<file path="src/rtl/treeval_cmd_arbiter.sv">
// Session arbiter sharing one treeval command path among N_REQ requesters.
// Define TREEVAL_ARB_TIMEOUT_EN to enable the RUN-to-result watchdog.
module treeval_cmd_arbiter #(
  parameter int unsigned N_REQ          = 4,
  parameter int unsigned W_REWARD       = 10,
  parameter int unsigned W_ACTION       = 3,
  parameter int unsigned HOLD_CYCLES    = 16,
  parameter int unsigned TIMEOUT_CYCLES = 1024,
  localparam int unsigned OwnerW        = $clog2(N_REQ)
) (
  input  logic                  clk,
  input  logic                  rst,
  input  logic [N_REQ-1:0]      req_valid,
  input  logic [64*N_REQ-1:0]   req_cmd,
  output logic [N_REQ-1:0]      req_ready,
  output logic                  cmd_valid,
  output logic [63:0]           cmd,
  input  logic                  cmd_ready,
  input  logic                  res_valid,
  input  logic [W_REWARD-1:0]   res_exp,
  input  logic [W_ACTION-1:0]   res_act,
  output logic [N_REQ-1:0]      rsp_valid,
  output logic [W_REWARD-1:0]   rsp_exp,
  output logic [W_ACTION-1:0]   rsp_act,
  output logic                  rsp_abort,
  output logic                  err_timeout,
  output logic [OwnerW-1:0]     owner,
  output logic                  busy
);

  localparam int unsigned HoldW = $clog2(HOLD_CYCLES + 1);
  localparam logic [1:0] CmdRun  = 2'd0;
  localparam logic [1:0] CmdRsvd = 2'd3;

  typedef enum logic [1:0] {StIdle, StSession, StWait} state_e;

  state_e              state_q;
  logic [OwnerW-1:0]   owner_q;
  logic [OwnerW-1:0]   last_owner_q;
  logic                cmd_valid_q;
  logic [63:0]         cmd_q;
  logic [HoldW-1:0]    hold_q;
  logic                run_sent_q;
  logic [N_REQ-1:0]    rsp_valid_q;
  logic [W_REWARD-1:0] rsp_exp_q;
  logic [W_ACTION-1:0] rsp_act_q;
  logic                rsp_abort_q;

  logic                grant_found;
  logic [OwnerW-1:0]   grant_idx;
  logic [OwnerW:0]     rr_sum;
  logic [63:0]         owner_cmd;
  logic                cmd_free;
  logic                owner_acc;

`ifdef TREEVAL_ARB_TIMEOUT_EN
  localparam int unsigned WdW = $clog2(TIMEOUT_CYCLES + 1);
  logic [WdW-1:0] wd_q;
  logic           err_timeout_q;
  assign err_timeout = err_timeout_q;
`else
  assign err_timeout = 1'b0;
`endif

  // Round-robin: scan from last_owner+1, wrapping at N_REQ.
  always_comb begin
    grant_found = 1'b0;
    grant_idx   = '0;
    rr_sum      = '0;
    for (int unsigned k = 1; k <= N_REQ; k++) begin
      rr_sum = {1'b0, last_owner_q} + (OwnerW + 1)'(k);
      if (rr_sum >= (OwnerW + 1)'(N_REQ)) begin
        rr_sum = rr_sum - (OwnerW + 1)'(N_REQ);
      end
      if (!grant_found && req_valid[rr_sum[OwnerW-1:0]]) begin
        grant_found = 1'b1;
        grant_idx   = rr_sum[OwnerW-1:0];
      end
    end
  end

  always_comb begin
    owner_cmd = '0;
    for (int unsigned i = 0; i < N_REQ; i++) begin
      if (owner_q == OwnerW'(i)) begin
        owner_cmd = req_cmd[64*i +: 64];
      end
    end
  end

  // The output register can take a new beat when empty or draining this cycle.
  assign cmd_free  = !cmd_valid_q || cmd_ready;
  assign owner_acc = (state_q == StSession) && req_valid[owner_q] && cmd_free;

  always_comb begin
    req_ready = '0;
    if (state_q == StSession) begin
      req_ready[owner_q] = cmd_free;
    end
  end

  always_ff @(posedge clk) begin
    if (rst) begin
      state_q      <= StIdle;
      owner_q      <= '0;
      last_owner_q <= OwnerW'(N_REQ - 1);
      cmd_valid_q  <= 1'b0;
      cmd_q        <= '0;
      hold_q       <= '0;
      run_sent_q   <= 1'b0;
      rsp_valid_q  <= '0;
      rsp_exp_q    <= '0;
      rsp_act_q    <= '0;
      rsp_abort_q  <= 1'b0;
`ifdef TREEVAL_ARB_TIMEOUT_EN
      wd_q          <= '0;
      err_timeout_q <= 1'b0;
`endif
    end else begin
      rsp_valid_q <= '0;
      rsp_abort_q <= 1'b0;
`ifdef TREEVAL_ARB_TIMEOUT_EN
      err_timeout_q <= 1'b0;
`endif
      if (cmd_valid_q && cmd_ready) begin
        cmd_valid_q <= 1'b0;
      end

      unique case (state_q)
        StIdle: begin
          if (grant_found) begin
            owner_q <= grant_idx;
            hold_q  <= '0;
            state_q <= StSession;
          end
        end

        StSession: begin
          if (owner_acc && owner_cmd[63:62] != CmdRsvd) begin
            cmd_valid_q <= 1'b1;
            cmd_q       <= owner_cmd;
          end
          if (owner_acc && owner_cmd[63:62] == CmdRun) begin
            run_sent_q <= 1'b0;
            hold_q     <= '0;
`ifdef TREEVAL_ARB_TIMEOUT_EN
            wd_q       <= '0;
`endif
            state_q    <= StWait;
          end else if (req_valid[owner_q]) begin
            hold_q <= '0;
          end else if (!cmd_valid_q) begin
            // Idle owner with nothing in flight: release once the hold expires.
            if (hold_q == HoldW'(HOLD_CYCLES - 1)) begin
              hold_q       <= '0;
              rsp_abort_q  <= 1'b1;
              last_owner_q <= owner_q;
              state_q      <= StIdle;
            end else begin
              hold_q <= hold_q + 1'b1;
            end
          end
        end

        StWait: begin
          if (cmd_valid_q && cmd_ready) begin
            run_sent_q <= 1'b1;
          end
          // Results count only once the RUN has left the output register.
          if (run_sent_q && res_valid) begin
            rsp_valid_q[owner_q] <= 1'b1;
            rsp_exp_q            <= res_exp;
            rsp_act_q            <= res_act;
            last_owner_q         <= owner_q;
            state_q              <= StIdle;
          end
`ifdef TREEVAL_ARB_TIMEOUT_EN
          else if (run_sent_q) begin
            if (wd_q == WdW'(TIMEOUT_CYCLES - 1)) begin
              rsp_valid_q[owner_q] <= 1'b1;
              err_timeout_q        <= 1'b1;
              rsp_exp_q            <= '0;
              rsp_act_q            <= '0;
              last_owner_q         <= owner_q;
              state_q              <= StIdle;
            end else begin
              wd_q <= wd_q + 1'b1;
            end
          end
`endif
        end

        default: state_q <= StIdle;
      endcase
    end
  end

  assign cmd_valid = cmd_valid_q;
  assign cmd       = cmd_q;
  assign rsp_valid = rsp_valid_q;
  assign rsp_exp   = rsp_exp_q;
  assign rsp_act   = rsp_act_q;
  assign rsp_abort = rsp_abort_q;
  assign owner     = owner_q;
  assign busy      = (state_q != StIdle);

endmodule

</file>
<file path="config.mk">
export PLATFORM = sky130hd
export DESIGN_NAME = treeval_cmd_arbiter
export DESIGN_NICKNAME = d
export VERILOG_FILES = /design/src/rtl/treeval_cmd_arbiter.sv
export SDC_FILE = /design/constraint.sdc
export NUM_CORES = 1
export LEC_CHECK = 0
export CAP_MARGIN = 10
export CORE_AREA = 2 2 144 146
export CTS_BUF_LIST = sky130_fd_sc_hd__clkbuf_4
export DETAILED_ROUTE_END_ITERATION = 8
export DIE_AREA = 0 0 146 148
export PLACE_DENSITY_LB_ADDON = 0.25
export SLEW_MARGIN = 0
export SYNTH_ARGS = -nofsm -noshare
export SYNTH_HDL_FRONTEND = slang
export SYNTH_SLANG_ARGS = --single-unit
</file>
<file path="constraint.sdc">
create_clock -name clk -period 3.1 [get_ports clk]
set_input_delay 0.465 -clock clk [delete_from_list [all_inputs] [get_ports clk]]
set_output_delay 0.465 -clock clk [all_outputs]
set_load 0.005 [all_outputs]
</file>
# After elaboration in Yosys (flattened, before gate mapping)
# Cells that the tools add are included.
dict set report classes {
  muxes 55
  addsub 9
  bitwise_logic 4
  n_reduce_logical 30
  order_cmp 10
  n_eq_ne 19
}
# op n
set op_table {}
lappend op_table {{two-way mux 64 bit} 4}
lappend op_table {{two-way mux 2 bit} 19}
lappend op_table {{two-way mux 5 bit} 5}
lappend op_table {{two-way mux 1 bit} 16}
lappend op_table {{< comparator 2 x 3 -> 1 bit (second input constant)} 5}
lappend op_table {{!= test 2 bit (second input constant)} 7}
lappend op_table {{greater-or-equal comparator 3 bit (second input constant)} 4}
lappend op_table {{binary-select mux 1 bit (select 2 bit)} 5}
lappend op_table {{logical AND 1 bit} 10}
lappend op_table {{case mux 5 bit (2 select lines)} 1}
lappend op_table {{subtractor 2 x 1 -> 2 bit (second input constant)} 4}
lappend op_table {{adder 2 x 2 -> 3 bit (second input constant)} 2}
lappend op_table {{equality test 2 bit (second input constant)} 3}
lappend op_table {{logical NOT 2 bit} 3}
lappend op_table {{!= test 3 x 2 -> 1 bit (second input constant)} 2}
lappend op_table {{case mux 2 bit (3 select lines)} 1}
lappend op_table {{AND reduction 2 bit} 3}
lappend op_table {{AND reduction 3 bit} 2}
lappend op_table {{AND reduction 6 bit} 1}
lappend op_table {{nonzero test 2 bit} 3}
lappend op_table {{adder 5 x 1 -> 5 bit (second input constant)} 1}
lappend op_table {{equality test 5 x 4 -> 1 bit (second input constant)} 1}
lappend op_table {{AND reduction 5 bit} 1}
lappend op_table {{OR reduction 5 bit} 1}
lappend op_table {{16 further kinds} 23}
dict set report totals {
  wordCells 138
  out_inout_bits 91
  regBits 95
  input_bits 277
}

# Logic depth before layout (Yosys ltp)
# Gate-level depths: netlist (run 1).
dict set report depth {
  depth_word 17
  ltp_mapped 8
  ltp_nobuf 7
}

# Worst setup path after synthesis (run 1)
# Ideal clock, no wire load.
dict set report synth_path {
  path_type {reg-to-reg}
  start {register owner_q[0], in the netlist owner[0]}
  end {register state_q[0]}
  arrival_time_ps 1860
  stages_incl_launch_ff 7
  path_slack_ps 1170
  synth_period_minus_slack_ps 1930
  path_buffers 1
  cell_sequence {dfxtp_1 -> buf_6 -> mux4_2 -> nor2_4 -> a21oi_2 -> or4_1 -> a21oi_1}
}
dict set report synth_via {
  elab_chain_len 9
}
# element line
set synth_lines {}
lappend synth_lines {{from (decl)} 38} ;# logic [OwnerW-1:0] owner_q;
lappend synth_lines {{from (signal assigned)} 132} ;# owner_q <= grant_idx;
lappend synth_lines {{logical NOT 2 bit} 85} ;# if (owner_q == OwnerW'(i)) begin
lappend synth_lines {{two-way mux 64 bit (4 in a row)} 85}
lappend synth_lines {{logical NOT 2 bit} 143} ;# if (owner_acc && owner_cmd[63:62] == CmdRun) begin
lappend synth_lines {{logical AND 1 bit} 143}
lappend synth_lines {{!= test 3 x 1 -> 1 bit (no line) (tied with other cells)} n/a}
lappend synth_lines {{AND reduction 5 bit (no line) / case mux 2 bit (3 select lines) (equally long branches)} n/a}
lappend synth_lines {{to (signal assigned)} 134} ;# state_q <= StSession;
lappend synth_lines {{to (signal assigned)} 149} ;# state_q <= StWait;
lappend synth_lines {{to (signal assigned)} 158} ;# state_q <= StIdle;
lappend synth_lines {{to (decl)} 37} ;# state_e state_q;
# Several ways; a longest one is shown, not always the timed one. The select of a mux whose other input is x is not followed.
# A chain may end at the register's enable or synchronous reset.

# Final worst setup path (run 1)
dict set report layout_path {
  start {register state_q[1]}
  end {output port req_ready[0]}
}
dict set report layout_via {
  elab_chain_len 2
}
# element line
set layout_lines {}
lappend layout_lines {{from (signal assigned)} 104} ;# state_q <= StIdle;
lappend layout_lines {{from (signal assigned)} 134}
lappend layout_lines {{from (signal assigned)} 149}
lappend layout_lines {{equality test 2 x 1 -> 1 bit} 97} ;# if (state_q == StSession) begin
lappend layout_lines {{two-way mux 4 bit} 97}
lappend layout_lines {{to (decl)} 15} ;# output logic [N_REQ-1:0] req_ready,
# Every way passes these cells.

==> impl_results.md, run 1 <==
- WL final: between 20000 and 25000 µm
- Fillcell total: about 2000
- CP max stage delay: between 0.5 and 0.6 ns
- Post-synth top area share: between 30% and 40%
- Initial antenna violation count: 3
- Iter 0 DRT Violations: 205
- Fraction of layout cells with a size suffix above 1: between 10 and 15%
- R2r startpoint: owner[0]$_SDFFE_PP0P_
- Post-CTS Hold Buffers: 0
- Max VDD drop: roughly 0.22 mV
- Layout area overhead: 78.94%
- Ys Warns: 0
- Setup CP Type: reg2out
- Crit path max-delay cell type: clkdlybuf4s50_1
- Core area: around 20000 µm²
- Row count: 52
- Initial Util: about a quarter
- Area contributors post-synth: dfxtp_1, mux4_2, nand2_1
- Grt ovf: 0
- I/O pins: 368
- DIE AREA: 21610 µm²
- Status: complete, no violations
- Syn Area/Cell: 9.575 µm²
- DP Cell Count: approximately 1100
- Worst Path Arrival: approximately 2.3 ns
- Post-route DRC violation count: 0
- Placer Congestion: between 0.7 and 0.8
- Post-synth EDFFs: 0
- Max_cap viols: 0
- Gr usage total: a little under a fifth
- RSZ-0062 raised after global routing: false
- Clock Path Buffers: 2
- WL per Instance: around 18 µm
- Worst-margin pin slew: 0.8741 ns
- Post-Route Setup TNS: 0 ns
- Final Critical Period: 2.790 ns
- Critical-path cell list: inv_1, ha_1, nand2_1, nor3_1, clkdlybuf4s50_1
- Finished Layout Cells: around 1200
- Synth Cell Area: around 5100 µm²
- H-tree depth: 3
- Data required, critical path: ~2.6 ns
- Fin. Hold Viols: 0
- Power Total: ~4.5 mW
- # port buffers: approximately 370
- Largest net degree at the start of global routing: between 60 and 70
- Syn Nets: 816
- Clock-pin transition on the worst setup and hold timing paths: ~0.15 ns
- Max Transition Viols Final: 0
- First-pass GRT wire length: 30330 µm
- Number of global-route vias before repair: 5384
- CP startpoint kind: flip-flop
- Via density: ~4.7
- Clock skew: between 0.01 and 0.015 ns
- Synth cell types: 41
- Post-CTS setup repair buffer count: 0
- Nets@finish: around 1200
- Number of synthesized register bits: 95
- CTS root buf: clkbuf_4
- TritonCTS Buffers: 9
- Worst setup EP type: output pin
- Die Y: about 150 µm
- DIE WIDTH: 146 µm
- Top delay family on crit path: buffers and inverters
- ANT nets after route: 0
- Clk_lat worst skew: 0.47 ns
- Yosys top cell by area: dfxtp_1
- Crit path buffers/inverters: 2
- Crit path launch: state_q[1]$_SDFFE_PP0P_
- Max-slew headroom: about two fifths
- Pwr/cell area: about 500 nW/µm²
- Highest clock rate: between 0.3 and 0.4 GHz
- Leak: ~3.0 nW
- Hold Path Origin: cmd[51]$_SDFFE_PP0P_
- First drt pass iteration count: 4
- Final period util: 90.01%
- HPWL after DPL: about 16000 µm
- Clock sink total: 95
- Routed via count: between 5000 and 6000
- Post-synthesis sequential area ratio: 37.13%
- Worst-path fanout max: 12
- Setup-failing EPs final: 0
- Ys async rst share: 0%
- Most common flop cell mapped by yosys: dfxtp_1
- Synthesized instance count: around 540
- Fin util: 45.74%
- CTS resizes: 0
- CTS tree: done
- Hold WC Path Type: reg2reg
through the flow:
stage / setup WS (ns) / area [µm²] / hold slack (ns)
final: 0.3097 / 9166 / 0.4616
after global routing: 0.1321 / 9164 / 0.4835
after CTS: 0.2320 / 9161 / 0.4649
after detailed placement: 0.4644 / 9031 / 0.4453
after global placement: 0.5154 / 9031 / 0.4401
after floorplan: 1.170 / 5122 / 0.4491
worst min-delay path, stage by stage (launching register included):
cell and delay, ns:
dfxtp_1 0.33, nand2_1 0.05, a21oi_1 0.05
state kept, by name, summed over array words and instances, names as in the netlist:
signal / cells
cmd: 64
cmd_valid: 1
last_owner_q: 2
hold_q: 5
run_sent_q: 1
state_q: 2
rsp_exp: 10
rsp_valid: 4
rsp_abort: 1
rsp_act: 3
owner: 2
logic make-up (layout without fill, tap and decap cells):
logic type	after synthesis	after routing	synth area share (%)
and+or+nand+nor	211	211	17.24
AOI/OAI and AO/OA	108	108	11.58
DFF	95	95	37.13
muxes	66	66	28.77
buffers and inverters	50	397	4.226
adders and majority gates	4	4	0.9771
other	1	3	0.07321
power breakdown:
group          internal, mW  leakage [nW]  total [mW]  switching, mW
combinational          1.27          2.19        2.21          0.941
clock                 0.239        0.0650       0.685          0.446
sequential             1.40         0.771        1.58          0.178
total                  2.91          3.03        4.48           1.57
worst paths after layout:
kind | to | slack (ns) | depth (start not counted)
max reg2reg | cmd[27]$_SDFFE_PP0P_ | 0.77 | 6
min reg2reg | cmd[51]$_SDFFE_PP0P_ | 0.46 | 2
min | cmd[51]$_SDFFE_PP0P_ | 0.46 | 2
max | req_ready[0] | 0.31 | 5
cells in the final DEF (no fill, tap or decap), types with 3 or more instances in the layout:
cell type        netlist  layout
o31ai_1                4       4
mux4_2                65      65
nand3_1                5       5
clkinv_1               0       3
or4_1                  3       3
clkbuf_4               0       9
o21ai_0                5       5
a21oi_1               87      87
nand2_1              167     167
buf_4                  1       7
nor4_1                 3       3
dfxtp_1               95      93
ha_1                   4       4
nor3_1                 6       6
nor2_1                10      10
inv_1                  7       7
and3_1                 3       3
clkdlybuf4s50_1        0     365
nand2b_1               4       4
synth_stat cells (all sizes together), types with 2 or more instances:
| cell type | n |
|---|---|
| a21oi | 89 |
| nand3 | 5 |
| nor2b | 2 |
| or4 | 3 |
| a211o | 2 |
| ha | 4 |
| nand2 | 168 |
| mux4 | 65 |
| inv | 7 |
| nor2 | 11 |
| nor4 | 3 |
| and3 | 3 |
| o21ai | 5 |
| buf | 17 |
| nor3 | 6 |
| clkbuf | 26 |
| o31ai | 4 |
| dfxtp | 95 |
| nand2b | 5 |
metal layers:
| metal | share of wire (%) | global-route usage, % | up-vias |
|---|---|---|---|
| met4 | 1.7 | 5.049 | 2 |
| met3 | 8.9 | 6.636 | 21 |
| met1 | 39 | 20.93 | 2499 |
| met5 | 0.063 | 0 | - |
| li1 | - | - | 2616 |
| met2 | 50 | 31.77 | 247 |
area by class of cell:
type	instances	area [µm²]	area share (%)
Tap cell	270	337.8	3.686
Sequential cell	95	1909	20.83
Clock inverter	7	62.56	0.6825
Inverter	7	26.28	0.2867
Antenna cell	2	5.005	0.05460
Clock buffer	9	67.56	0.7371
Timing Repair Buffer	374	3746	40.87
Multi-Input combinational cell	390	3012	32.86
(Power assumes the default switching activity.)
==> run 2, diff against run 1 <==
Settings changed: CORE_AREA 2 2 144 146 to 4 4 142 144.
==> run 2 against run 1 <==
  * Routed wire length increased by 0.42%
  * Sequential share of layout area increased by 0.16 points
  * Maximum frequency increased by 0.47%
  * Die area unchanged
  * Combinational power about the same
  * Global-route usage increased by 0.30 points
  * Clock-buffer cell count unchanged
  * Core utilization increased by 2.9 points
  * Sequential cell count unchanged
  * Sequential power about the same
  * Critical path type unchanged
  * Largest cell class unchanged
==> impl_results.md, run 2 (same netlist as run 1, synthesis figures left out) <==
- Most frequent cells in the layout: clkdlybuf4s50_1, nand2_1, dfxtp_1
- Final period util: 89.59% (-0.42 points)
- Row count: 50 (-3.8%)
- Nets@finish: 1160 (+0.17%)
- Fin. Hold Viols: 0 (unchanged)
- Post-CTS Hold Buffers: 0 (unchanged)
- Hold WC Path Type: reg2reg
- Max VDD drop: 0.2530 mV (+14%)
- Number of global-route vias before repair: 5554 (+3.2%)
- Grt ovf: 0 (unchanged)
- Clock skew: 0.02152 ns (+0.006608 ns)
- Setup CP Type: reg2out
- I/O pins: 368 (unchanged)
- Max-slew headroom: 41.07% (-0.44 points)
- Final Critical Period: 2.777 ns (-0.01312 ns)
- First-pass GRT wire length: 31220 µm (+3.0%)
- Post-route DRC violation count: 0 (unchanged)
- Initial Util: 27.38% (+1.8 points)
- Clock Path Buffers: 2 (unchanged)
- Worst-margin pin slew: 0.8807 ns (+0.006572 ns)
- Layout area overhead: 77.60%
- Fraction of layout cells with a size suffix above 1: 11.09% (+0.20 points)
- Max reg flops: 64 (unchanged)
- H-tree depth: 3 (unchanged)
- Fin util: 48.64% (+2.9 points)
- Highest clock rate: 0.3601 GHz (+0.47%)
- Status: complete, no violations
- Gr usage total: 18.44% (+0.30 points)
- Max_cap viols: 0 (unchanged)
- RSZ-0062 raised after global routing: false
- CTS resizes: 0 (unchanged)
- Core area: 18710 µm² (-6.7%)
- DIE WIDTH: 146 µm (unchanged)
- CP startpoint kind: flip-flop
- Max Transition Viols Final: 0 (unchanged)
- Initial antenna violation count: 1 (-2)
- Setup-failing EPs final: 0 (unchanged)
- Post-Route Setup TNS: 0 ns (unchanged)
- Largest net degree at the start of global routing: 53 (-16%)
- Hold slack: 0.4627 ns (+0.001049 ns)
- TritonCTS Buffers: 9 (unchanged)
- DIE AREA: 21610 µm² (unchanged)
- Worst Path Arrival: 2.31 ns (-0.02 ns)
- Clock sink total: 95 (unchanged)
- Placer Congestion: 0.8300 (+11%)
- Commonest non-fill, non-tap cell in the layout: clkdlybuf4s50_1
- Clk_lat worst skew: 0.45 ns (-0.02 ns)
- Iter 0 DRT Violations: 245 (+20%)
- CTS tree: done
- # port buffers: 366 (unchanged)
- WL per Instance: 18.51 µm (+3.6%)
- Clock-pin transition on the worst setup and hold timing paths: 0.14 ns (about the same)
- Via density: 4.841 (+3.7%)
- CTS root buf: clkbuf_4
- Leak: 3.028 nW (about the same)
- Worst setup EP type: output pin
- Data required, critical path: 2.63 ns (about the same)
- Routed via count: 5417 (+0.59%)
- First drt pass iteration count: 4 (unchanged)
- Post-CTS setup repair buffer count: 0 (unchanged)
- Dpl ws: 0.4547 ns (-0.009628 ns)
- Pwr/cell area: 479.0 nW/µm² (-1.9%)
- Die Y: 148 µm (unchanged)
- Final WS setup: 0.3228 ns (+0.01312 ns)
- WL final: 20710 µm (+0.42%)
- ANT nets after route: 0 (unchanged)
- HPWL after DPL: 16720 µm (+3.4%)
- Worst-path fanout max: 12 (unchanged)
-- run 2: metrics by stage --
| stage | instances | cell area [µm²] | power (mW) |
|---|---|---|---|
| final | 1119 | 9097 | 4.358 |
| after global routing | 1119 | 9097 | 4.689 |
| after CTS | 1118 | 9095 | 4.443 |
| after detailed placement | 1102 | 8989 | 3.841 |
| after global placement | 1102 | 8989 | 3.833 |
| after floorplan | 535 | 5122 | 2.803 |
-- run 2: cell type report --
class	count	area, µm²
fill	1773	9608
timing repair buffer	376	3749
multi-input combinational	390	3012
sequential	95	1909
tap	234	292.8
clock buffer	9	67.56
clock inverter	7	38.79
inverter	7	26.28
antenna	1	2.502
-- run 2: where the power goes --
group / total [mW] / internal (mW) / switching (mW)
logic: 2.19 / 1.27 / 0.918
registers: 1.59 / 1.40 / 0.186
clock network: 0.582 / 0.158 / 0.424
-- run 2: metal layers --
metal,part of all wire (%),up-vias,track usage (%)
met1,39,2539,20.88
met2,52,234,33.45
met5,0,-,0
met4,2.2,0,6.491
met3,7.5,29,5.028
li1,-,2615,-
-- run 2: worst paths after layout --
kind	startpoint	endpoint	slack (ns)	cells past startpoint
worst max-delay path	state_q[1]$_SDFFE_PP0P_	req_ready[0]	0.32	5
worst min-delay path	cmd[26]$_SDFFE_PP0P_	cmd[26]$_SDFFE_PP0P_	0.46	2
worst max register to register	owner[0]$_SDFFE_PP0P_	cmd[35]$_SDFFE_PP0P_	0.75	6
worst min register to register	cmd[26]$_SDFFE_PP0P_	cmd[26]$_SDFFE_PP0P_	0.46	2
-- run 2: worst max-delay path, stage by stage, from the launching register on --
cell and delay (ns):
dfxtp_1 0.36, inv_1 0.08, ha_1 0.44, nand2_1 0.24, nor3_1 0.18, clkdlybuf4s50_1 0.56
==> run 3, diff against run 2 <==
Settings changed: CORE_AREA 4 4 142 144 to 4 4 140 142, CTS_BUF_LIST sky130_fd_sc_hd__clkbuf_4 to sky130_fd_sc_hd__clkbuf_4 sky130_fd_sc_hd__clkbuf_8 sky130_fd_sc_hd__clkbuf_16, DIE_AREA 0 0 146 148 to 0 0 144 146.
==> run 3 against run 2 <==
  * Maximum frequency grew 4.3%
  * Register-to-register slack better by 0.25 ns
  * Clock-buffer cell count increased by 4
  * Sequential power about the same
  * Setup slack better by 0.12 ns
  * Routed wire length rose by 1.4%
  * Cell count fell by 0.27%
  * Hold slack lost 0.011 ns
  * Via count hardly changed
  * Core utilization increased by 1.6 points
  * Combinational power grew 2%
  * Sequential share of layout area decreased by 0.40 points
  * Largest power group unchanged
==> impl_results.md, run 3 (same netlist as run 1, synthesis figures left out) <==
- DIE WIDTH: 144 µm (-1.4%)
- Fin. Hold Viols: 0 (unchanged)
- Worst Path Arrival: 2.20 ns (-0.11 ns)
- Iter 0 DRT Violations: 298 (+22%)
- Max_cap viols: 0 (unchanged)
- ANT nets after route: 0 (unchanged)
- Number of global-route vias before repair: 5432 (-2.2%)
- Pwr/cell area: 531.3 nW/µm² (+11%)
- Leak: 3.112 nW (+2.8%)
- Commonest non-fill, non-tap cell in the layout: clkdlybuf4s50_1
- WL per Instance: 18.81 µm (+1.6%)
- Placer Congestion: 0.8218 (-0.99%)
- RSZ-0062 raised after global routing: false
- Worst setup EP type: output pin
- Max reg flops: 64 (unchanged)
- # port buffers: 366 (unchanged)
- Dpl ws: 0.4871 ns (+0.03233 ns)
- CTS tree: done
- Routed via count: 5421 (+0.074%)
- Post-Route Setup TNS: 0 ns (unchanged)
- Final Critical Period: 2.662 ns (-0.1152 ns)
- Status: complete, no violations
- Hold WC Path Type: reg2reg
- Post-CTS setup repair buffer count: 0 (unchanged)
- Data required, critical path: 2.63 ns (about the same)
- Nets@finish: 1158 (-0.17%)
- Die Y: 146 µm (-1.4%)
- Gr usage total: 18.92% (+0.48 points)
- Clock sink total: 95 (unchanged)
- Clock-pin transition on the worst setup and hold timing paths: 0.06 ns (-0.08 ns)
- I/O pins: 368 (unchanged)
- Final WS setup: 0.4381 ns (+0.1152 ns)
- Grt ovf: 0 (unchanged)
- CTS root buf: clkbuf_16
- Max VDD drop: 0.2461 mV (-2.7%)
- Critical-path cell list: inv_1, ha_1, nand2_1, nor3_1, clkdlybuf4s50_1
- Clk_lat worst skew: 0.34 ns (-0.11 ns)
- Post-route DRC violation count: 0 (unchanged)
- Initial Util: 27.76% (+0.37 points)
- First drt pass iteration count: 6 (+2)
- Fraction of layout cells with a size suffix above 1: 11.22% (+0.14 points)
- TritonCTS Buffers: 9 (unchanged)
- Clock skew: 0.007266 ns (-0.01425 ns)
- Highest clock rate: 0.3757 GHz (+4.3%)
- Finished Layout Cells: 1116 (-0.27%)
- H-tree depth: 3 (unchanged)
- CTS resizes: 0 (unchanged)
- Worst-path fanout max: 12 (unchanged)
- Setup-failing EPs final: 0 (unchanged)
- Via density: 4.858 (+0.34%)
- HPWL after DPL: 16860 µm (+0.83%)
- Crit path max-delay cell type: clkdlybuf4s50_1
- Setup CP Type: reg2out
- Clock Path Buffers: 2 (unchanged)
- Power Total: 4.928 mW (+13%)
- First-pass GRT wire length: 30590 µm (-2.0%)
- Row count: 50 (unchanged)
- Most frequent cells in the layout: clkdlybuf4s50_1, nand2_1, dfxtp_1
- WL final: 21000 µm (+1.4%)
- Max Transition Viols Final: 0 (unchanged)
- Core area: 18460 µm² (-1.3%)
- Initial antenna violation count: 0 (-1)
- CP max stage delay: 0.55 ns (about the same)
- Worst-margin pin slew: 1.056 ns (+0.1755 ns)
- Antenna Cells: 0 (-1)
- CP startpoint kind: flip-flop
- Final period util: 85.87% (-3.7 points)
- DP Cell Count: 1100 (-0.18%)
- Max-slew headroom: 29.59% (-11 points)
- Largest net degree at the start of global routing: 96 (+81%)
- Layout area overhead: 81.09%
- DIE AREA: 21020 µm² (-2.7%)
- Post-CTS Hold Buffers: 0 (unchanged)
run 3: cell types whose count changed in the layout (fill, tap and decap cells not counted):
| cell | change |
|---|---|
| clkbuf_4 | -6 |
| clkinv_4 | -1 |
| buf_4 | -2 |
| diode_2 | -1 |
| clkinv_1 | -3 |
| clkbuf_8 | +1 |
| clkinvlp_4 | -1 |
| clkbuf_16 | +9 |
| bufinv_16 | +1 |
run 3: metrics by stage:
step / area [µm²] / utilization, % / hold slack, ns
floorplan: 5122 / - / 0.4491
global placement: 8974 / 48.62 / 0.4402
detailed placement: 8974 / 48.62 / 0.4456
CTS: 9276 / 50.26 / 0.4538
global route: 9276 / 50.26 / 0.4712
finish: 9276 / 50.26 / 0.4519
run 3: power by group:
group | switching (mW) | total [mW] | internal [mW]
combinational | 0.952 | 2.23 | 1.27
clock | 0.472 | 1.15 | 0.675
sequential | 0.153 | 1.56 | 1.40
run 3: path summary, 6_finish.rpt:
path                                               from              endpoint  slack (ns)  cells after the start
worst max-delay path            state_q[1]$_SDFFE_PP0P_          req_ready[0]        0.44                      5
worst min-delay path               cmd[21]$_SDFFE_PP0P_  cmd[21]$_SDFFE_PP0P_        0.45                      2
worst max register to register    owner[0]$_SDFFE_PP0P_  cmd[26]$_SDFFE_PP0P_        1.00                      6
worst min register to register     cmd[21]$_SDFFE_PP0P_  cmd[21]$_SDFFE_PP0P_        0.45                      2
run 3: layout make-up:
| cell class | instances | area (µm²) |
|---|---|---|
| Inverter | 7 | 26.28 |
| Clock buffer | 13 | 261.5 |
| Timing Repair Buffer | 374 | 3734 |
| Fill cell | 1746 | 9179 |
| Tap cell | 234 | 292.8 |
| Multi-Input combinational cell | 390 | 3012 |
| Sequential cell | 95 | 1909 |
| Clock inverter | 3 | 41.29 |
run 3: critical path: cells and delay by family (launching register included):
| family | cells | cell delay [ns] |
|---|---|---|
| buffers and inverters | 2 | 0.63 |
| adders and majority gates | 1 | 0.44 |
| and+or+nand+nor | 2 | 0.44 |
| DFF | 1 | 0.34 |
run 3: per-layer routing:
| metal | track usage, % | vias up | wire (µm) |
|---|---|---|---|
| met3 | 6.145 | 24 | 1985 |
| met5 | 0 | - | 0 |
| met1 | 21.36 | 2537 | 7986 |
| li1 | - | 2615 | - |
| met2 | 33.17 | 245 | 10540 |
| met4 | 6.544 | 0 | 484 |
